`config.mk`:
```
export PLATFORM = sky130hd
export DESIGN_NAME = ddc_stream_arbiter
export DESIGN_NICKNAME = d
export VERILOG_FILES = /design/src/rtl/ddc_stream_arbiter.sv
export SDC_FILE = /design/constraint.sdc
export NUM_CORES = 1
export LEC_CHECK = 0
export CAP_MARGIN = 15
export CORE_AREA = 2 2 280 282
export CTS_CLUSTER_DIAMETER = 120
export CTS_CLUSTER_SIZE = 25
export DETAILED_ROUTE_END_ITERATION = 8
export DIE_AREA = 0 0 282 284
export REMOVE_ABC_BUFFERS = 1
export SYNTH_ARGS = -nofsm -noshare
export SYNTH_HDL_FRONTEND = slang
export SYNTH_SLANG_ARGS = --single-unit
```
`constraint.sdc`:
```
create_clock -name s_axis_aclk -period 7.8 [get_ports s_axis_aclk]
set_input_delay 1.56 -clock s_axis_aclk [delete_from_list [all_inputs] [get_ports s_axis_aclk]]
set_output_delay 1.56 -clock s_axis_aclk [all_outputs]
set_load 0.05 [all_outputs]
```
`src/rtl/ddc_stream_arbiter.sv`:
```
// -----------------------------------------------------------------------------
// ddc_stream_arbiter
//
// Packet-granular round-robin arbiter. It shares one 128-bit AXI4-Stream DMA
// path among N_CH DDC channel streams. One channel is granted for exactly one
// packet of packet_length beats (0 is treated as 1). m_axis_tlast is generated
// on the final beat, and every beat is tagged with the channel index on
// m_axis_tuser. After each packet the arbiter spends one IDLE cycle
// re-arbitrating. The search starts just after the last served channel.
//
// Handshake contract: a beat transfers on a rising clock edge where
// m_axis_tvalid and m_axis_tready are both high. In STREAM the granted
// channel's valid/ready are wired straight through to the master side, with
// zero latency. Every non-granted channel sees tready = 0, and so does every
// channel while in IDLE.
//
// Optional feature (compile-time macro ARB_PKT_COUNT_EN):
//   defined   : pkt_count is a wrapping 32-bit count of completed packets
//               (tlast handshakes), cleared by reset.
//   undefined : pkt_count is tied to 0 and no counter is built.
//
// Parameters:
//   N_CH     number of input channels (2..8)
//   CH_W     channel index width, 2**CH_W >= N_CH
//   C_WIDTH  width of packet_length and of the beat counter
//
// Ports:
//   s_axis_aclk    clock for all logic
//   s_axis_areset  asynchronous active-high reset
//   packet_length  beats per packet, sampled when a grant is made
//   ch_enable      per-channel arbitration enable
//   s_axis_tdata   packed channel data, channel i at [128*i+127:128*i]
//   s_axis_tvalid  per-channel valid
//   s_axis_tready  per-channel ready
//   m_axis_tdata   output data (granted channel)
//   m_axis_tvalid  output valid
//   m_axis_tready  output ready
//   m_axis_tlast   last beat of the current packet
//   m_axis_tuser   index of the granted channel
//   busy           high while a packet is in progress
//   pkt_count      completed-packet counter (see ARB_PKT_COUNT_EN)
//   dbg_state      FSM state: 0 = IDLE, 1 = STREAM
// -----------------------------------------------------------------------------
module ddc_stream_arbiter #(
    parameter int N_CH    = 4,
    parameter int CH_W    = 2,
    parameter int C_WIDTH = 32
) (
    input  logic                  s_axis_aclk,
    input  logic                  s_axis_areset,
    input  logic [C_WIDTH-1:0]    packet_length,
    input  logic [N_CH-1:0]       ch_enable,
    input  logic [N_CH*128-1:0]   s_axis_tdata,
    input  logic [N_CH-1:0]       s_axis_tvalid,
    output logic [N_CH-1:0]       s_axis_tready,
    output logic [127:0]          m_axis_tdata,
    output logic                  m_axis_tvalid,
    input  logic                  m_axis_tready,
    output logic                  m_axis_tlast,
    output logic [CH_W-1:0]       m_axis_tuser,
    output logic                  busy,
    output logic [31:0]           pkt_count,
    output logic                  dbg_state
);

    typedef enum logic {
        IDLE   = 1'b0,
        STREAM = 1'b1
    } state_t;

    // After reset, last_grant points at the highest channel so that channel 0
    // is searched first.
    localparam logic [CH_W-1:0]    LAST_INIT = CH_W'(N_CH - 1);
    localparam logic [CH_W:0]      N_R       = (CH_W+1)'(N_CH);
    localparam logic [CH_W:0]      ONE_R     = (CH_W+1)'(1);
    localparam logic [C_WIDTH-1:0] ONE_C     = C_WIDTH'(1);

    state_t               state_q;
    logic [CH_W-1:0]      grant_q;
    logic [CH_W-1:0]      last_grant_q;
    logic [C_WIDTH-1:0]   len_q;
    logic [C_WIDTH-1:0]   cnt_q;
    logic [C_WIDTH-1:0]   len_d;

    logic [N_CH-1:0]      req;
    logic                 arb_hit;
    logic [CH_W-1:0]      arb_sel;
    logic [CH_W:0]        rank;
    logic [CH_W:0]        best_rank;

    logic                 in_stream;
    logic [127:0]         g_data;
    logic                 g_valid;
    logic                 last_beat;
    logic                 handshake;
    logic                 pkt_done;

    assign req       = s_axis_tvalid & ch_enable;
    assign in_stream = (state_q == STREAM);

    // A zero length would never produce tlast, so it is promoted to one beat.
    assign len_d = (packet_length == '0) ? ONE_C : packet_length;

    // Round-robin pick. Each channel gets a rank equal to its distance from
    // last_grant+1 (mod N_CH), and the requesting channel with the lowest rank
    // wins. Working with ranks keeps every vector select constant and also
    // handles N_CH values that are not a power of two.
    always_comb begin
        arb_hit   = 1'b0;
        arb_sel   = '0;
        best_rank = '0;
        rank      = '0;
        for (int i = 0; i < N_CH; i++) begin
            if (CH_W'(i) > last_grant_q) begin
                rank = (CH_W+1)'(i) - {1'b0, last_grant_q} - ONE_R;
            end else begin
                rank = (CH_W+1)'(i) + N_R - {1'b0, last_grant_q} - ONE_R;
            end
            if (req[i] && (!arb_hit || (rank < best_rank))) begin
                arb_hit   = 1'b1;
                arb_sel   = CH_W'(i);
                best_rank = rank;
            end
        end
    end

    // Granted-channel data/valid select. In IDLE the mux still follows grant_q.
    // Data is don't-care there, and valid is masked further down.
    always_comb begin
        g_data  = s_axis_tdata[127:0];
        g_valid = 1'b0;
        for (int i = 0; i < N_CH; i++) begin
            if (grant_q == CH_W'(i)) begin
                g_data  = s_axis_tdata[128*i +: 128];
                g_valid = s_axis_tvalid[i];
            end
        end
    end

    always_comb begin
        s_axis_tready = '0;
        for (int i = 0; i < N_CH; i++) begin
            s_axis_tready[i] = in_stream && (grant_q == CH_W'(i)) && m_axis_tready;
        end
    end

    // len_q is at least 1 whenever in_stream is high, so len_q - 1 never
    // underflows where it matters.
    assign last_beat = (cnt_q == (len_q - ONE_C));
    assign handshake = in_stream && g_valid && m_axis_tready;
    assign pkt_done  = handshake && last_beat;

    assign m_axis_tdata  = g_data;
    assign m_axis_tvalid = in_stream && g_valid;
    assign m_axis_tlast  = in_stream && g_valid && last_beat;
    assign m_axis_tuser  = grant_q;
    assign busy          = in_stream;
    assign dbg_state     = state_q;

    // Arbitration / packet FSM. A granted channel that drops tvalid simply
    // stalls the packet: there is no timeout and no preemption.
    always_ff @(posedge s_axis_aclk or posedge s_axis_areset) begin
        if (s_axis_areset) begin
            state_q      <= IDLE;
            grant_q      <= '0;
            last_grant_q <= LAST_INIT;
            len_q        <= '0;
            cnt_q        <= '0;
        end else begin
            case (state_q)
                IDLE: begin
                    if (arb_hit) begin
                        grant_q <= arb_sel;
                        len_q   <= len_d;
                        cnt_q   <= '0;
                        state_q <= STREAM;
                    end
                end
                STREAM: begin
                    if (handshake) begin
                        if (last_beat) begin
                            cnt_q        <= '0;
                            last_grant_q <= grant_q;
                            state_q      <= IDLE;
                        end else begin
                            cnt_q <= cnt_q + ONE_C;
                        end
                    end
                end
                default: state_q <= IDLE;
            endcase
        end
    end

`ifdef ARB_PKT_COUNT_EN
    logic [31:0] pkt_count_q;

    always_ff @(posedge s_axis_aclk or posedge s_axis_areset) begin
        if (s_axis_areset) begin
            pkt_count_q <= '0;
        end else if (pkt_done) begin
            pkt_count_q <= pkt_count_q + 32'd1;
        end
    end

    assign pkt_count = pkt_count_q;
`else
    logic unused_pkt_done;

    assign unused_pkt_done = pkt_done;
    assign pkt_count       = '0;
`endif

endmodule
```
Yosys cells after proc, flatten, opt, wreduce, memory -nomap -nowiden:

Index checks and enable logic that the tools add are counted.

* add/sub/neg operators: 18
* magnitude comparators: 7
* equality and inequality tests: 6
* multiplexer cells: 30
* bitwise logic cells: 2
* reductions and logical operators: 25

Operator list (number)
* $mux 128: 3
* $mux 32: 4
* $pmux 32 s2: 1
* $add 32x1->32 const B: 1
* $eq 32x32->1: 1
* $logic_not 32->1: 1
* $sub 32x1->32 const B: 1
* $sub 3x1->3 const B: 8
* $mux 3: 7
* $logic_and 1x1->1: 14
* $mux 1: 12
* $sub 3x2->3 const A: 4
* $lt 3x3->1: 3
* $sub 1x2->3 const A: 2
* $sub 2x2->3 const A: 2
* $and 4x4->4: 1
* $eq 2x2->1 const B: 2
* $gt 1x2->1 const A: 2
* $gt 2x2->1 const A: 2
* $mux 2: 2
* $reduce_and 2->1: 2
* $logic_not 1->1: 3
* $logic_or 1x1->1: 3
* $reduce_and 3->1: 1
* 6 further kinds: 6

* register bits: 69
* output and inout bits: 170
* word-level logic and storage cells: 93

Depth between registers and ports, before layout:

* word-level depth: 18
* mapped depth: 17

Least setup slack after synthesis:

No wires, ideal clock.

* path kind: input to output
* from: in s_axis_tvalid[3]
* to: out m_axis_tlast
* data arrival time: 2.785 ns
* data required time: 6.240 ns
* setup slack: 3.455 ns
* cell stages on the path: 3
* path through: mux4_2 -> and2_1 -> and3_1

* longest elaborated chain between the ends: 3

Ends and longest elaborated chain
* start: declaration: RTL line 54 `input logic [N_CH-1:0] s_axis_tvalid,`
* $mux 1: RTL line 133 `if (grant_q == CH_W'(i)) begin`
* $logic_and 1x1->1
* net m_axis_tvalid: RTL line 57 `output logic m_axis_tvalid,`
* $logic_and 1x1->1: RTL line 155 `assign m_axis_tlast = in_stream && g_valid && last_beat;`
* end: declaration: RTL line 59 `output logic m_axis_tlast,`

The timed path passes the listed nets, and every way through them passes these cells.

Final worst setup path:

* from: reg len_q[0]
* to: out m_axis_tlast

* longest elaborated chain between the ends: 3

Ends and longest elaborated chain
* start: declaration: RTL line 81 `logic [C_WIDTH-1:0] len_q;`
* start signal: assignment: RTL line 174 `len_q <= len_d;`
* $sub 32x1->32: RTL line 149 `assign last_beat = (cnt_q == (len_q - ONE_C));`
* $eq 32x32->1: RTL line 149
* $logic_and 1x1->1: RTL line 155

No other way between the ends.

==> impl_results.md <==
* Final period util at about three quarters
* Top cells by area, synth: mux4_2 (35%), dfrtp_1 (20%), mux2_2 (3.8%)
* Worst setup SP type: flop
* Initial Utilization at 10.7%
* Die area at 80100 um^2
* Setup TNS Final at 0 ns
* Crit. End Element: output port
* CP Data Required Time at roughly 6.2 ns
* Worst vdd ir at between 0.00015 and 0.0002 V
* # rows at 102
* Max-slew headroom at 25.4%
* PostCTS Resize Cnt at 0
* Slowest Stage Delay on Critical Path at 1.02 ns
* Post-CTS Setup Bufs at 0
* Yosys top cell by area: mux4_2
* Critical-path cell list: inv_1, ha_1, nor3b_2, nand2_1, xor2_1, o21ai_0, nand4_1, nor4_4, and3_1, clkdlybuf4s50_1
* Max-cap violations at 0
* Detailed Routing Iterations Pass 1 at 5
* Min Tclk post-route at around 6 ns
* I/O pins at 725
* Yosys reg bits at 69
* Synth cell types at between 60 and 70
* Largest net degree at the start of global routing at 81
* First-pass GRT wire length at 116000 um
* Critical path peak fanout at 7
* Clock latency on the worst-skew pair at 0.33 ns
* Routed vias at ~10000
* Max Clk Rate at 0.172 GHz
* Post-synth top area share at a little over a third
* CTS sink count at 69
* Clk slew on worst S/H paths at ~0.06 ns
* CP delay by family, top: simple AND/OR/NAND/NOR gates
* Remaining antenna violation count at 0
* Synth warn at 0
* Die W at 282 um
* Layout cells sized above 1 at 14.9%
* CTS Root Cell: clkbuf_16
* Status: finished clean
* Synth Flop Type: dfrtp_1
* CP arrival at roughly 4.3 ns
* Dpl hpwl at about 88000 um
* WL/cell at ~38 um
* Post-CTS Hold Buffers at 0
* Setup violations, final at 0
* Residual DRC count at 0
* Drt via density at 4.17
* Min-Delay Path Class: flop to flop
* Avg Cell Area, Syn at 11.1 um^2
* Post-Syn Instances at 741
* DRT iter0 DRCs at about 660
* Cell Area, Synth at around 8200 um^2
* Fillers at 8387
* Initial antenna violation count at 180
* Gr usage total at 23.0%
* Most common cell in the netlist: mux4_2
* Area growth, synth to finish at 102%
* Critical Path Slowest Stage Cell: clkdlybuf4s50_1
* Leak at 5.85 nW
* Max Root-Sink Buffers at 2
* Htree depth at 3
* Worst-margin pin slew at 1.11 ns
* Synth cell count leaders: mux4_2 (129), dfrtp_1 (67), nor2_1 (46), nand2_1 (38), buf_4 (34)
* Post-synth ARST share at 100%
* Routability Congestion at 0.957
* RSZ-0062 raised after global routing: no
* Number of global-route vias before repair at 10326
* Sequential-to-total area share from yosys stat at 21.1%
* Max Transition Viols Final at 0
* Final core utilization at 21.5%
* Chip Height at between 200 and 300 um
* CTS tree: yes
* Core region area at 77000 um^2
* Final Hold Vio Count at 0
* Crit Path Category: flop to output port
* Count of flip-flops with a built-in enable after synthesis at 0
* Final net count at roughly 2000
* Clock skew at 0.00723 ns
* Pwr per Cell Area at 332 nW/um^2
* I/O Buffers at 692
* Inserted Clock Buffers at 9
* Worst Path Buf+Inv at 2
* Gr ovfl total at 0
* Post-Route WL at 95400 um
-- through the flow --
stage	cells	hold slack [ns]	instance area, um^2	power, mW	setup slack, ns
after floorplan	682	0.501	7830	3.59	-0.718
after global placement	2422	0.559	16200	5.10	2.33
after detailed placement	2422	0.564	16200	5.13	2.30
after CTS	2438	0.585	16400	5.52	1.94
after global routing	2459	0.614	16500	5.72	1.71
final	2487	0.587	16500	5.49	1.97
-- logic make-up (layout without fill, tap and decap cells) --
| logic type | count (synthesis) | count (layout) | share of synthesized area [%] |
|---|---|---|---|
| simple gates | 240 | 240 | 16.6 |
| mux | 166 | 166 | 40.3 |
| buf+inv | 110 | 736 | 6.95 |
| compound gates | 105 | 105 | 9.08 |
| flops | 69 | 69 | 21.1 |
| xor+xnor | 40 | 40 | 4.43 |
| fa+ha+maj | 10 | 10 | 1.52 |
| other cells | 1 | 81 | 0.0457 |
-- per-layer routing --
layer | vias to the layer above | wire (um) | GRT usage [%]
li1 | 4285 | - | -
met1 | 4941 | 29300 | 21.5
met2 | 721 | 38300 | 31.7
met3 | 261 | 25100 | 27.7
met4 | 166 | 1640 | 5.76
met5 | - | 1030 | 0
-- path summary, 6_finish.rpt --
path | startpoint | end | slack (ns) | cells after the start
min | cnt_q[1]$_DFFE_PP0P_ | cnt_q[1]$_DFFE_PP0P_ | 0.59 | 1
min in group asynchronous | s_axis_areset | cnt_q[31]$_DFFE_PP0P_ | 1.53 | 2
max reg2reg | last_grant_q[0]$_DFFE_PP1P_ | m_axis_tuser[1]$_DFFE_PP0P_ | 3.90 | 14
min reg2reg | cnt_q[1]$_DFFE_PP0P_ | cnt_q[1]$_DFFE_PP0P_ | 0.59 | 1
max | len_q[0]$_DFFE_PP0P_ | m_axis_tlast | 1.97 | 10
max in group asynchronous | s_axis_areset | m_axis_tuser[0]$_DFFE_PP0P_ | 5.03 | 3
-- area by class of cell --
type | instances | area (um^2) | area share (%)
Timing Repair Buffer | 700 | 7000 | 42.3
Multi-Input combinational cell | 593 | 6040 | 36.5
Sequential cell | 69 | 1740 | 10.5
Tap cell | 1040 | 1300 | 7.86
Clock buffer | 9 | 225 | 1.36
Antenna cell | 49 | 123 | 0.741
Inverter | 20 | 75.1 | 0.454
Clock inverter | 7 | 51.3 | 0.310
-- worst reg2reg max path, cell delays in order, from the launching register on --
cell	delay [ns]
dfstp_2	0.58
inv_1	0.13
ha_1	0.36
ha_1	0.32
a211oi_1	0.07
o21ai_0	0.43
a21oi_1	0.18
ha_1	0.33
o311ai_0	0.11
a21oi_1	0.44
o21ai_0	0.15
ha_1	0.30
a21oi_1	0.05
o21ai_0	0.22
nand2_1	0.09
-- flip-flops by register name (all words and copies together), names as in the netlist --
signal,cells
last_grant_q,2
cnt_q,32
len_q,32
busy,1
m_axis_tuser,2
-- power by group --
part	switching [mW]	total, mW	internal, mW
combinational	2.65	4.39	1.74
sequential	0.258	0.716	0.458
clock	0.170	0.386	0.216
-- layout by cell type (no fill, tap or decap), types with 28 or more instances in the layout --
cell type        synthesis  routed
clkdlybuf4s50_1          0     692
mux4_2                 129     129
dfrtp_1                 67      65
diode_2                  0      49
nor2_1                  46      45
nand2_1                 38      38
nand3_1                 33      33
conb_1                   1      32
mux2_2                  28      28
Note: power is estimated with default switching activity, not from simulation.
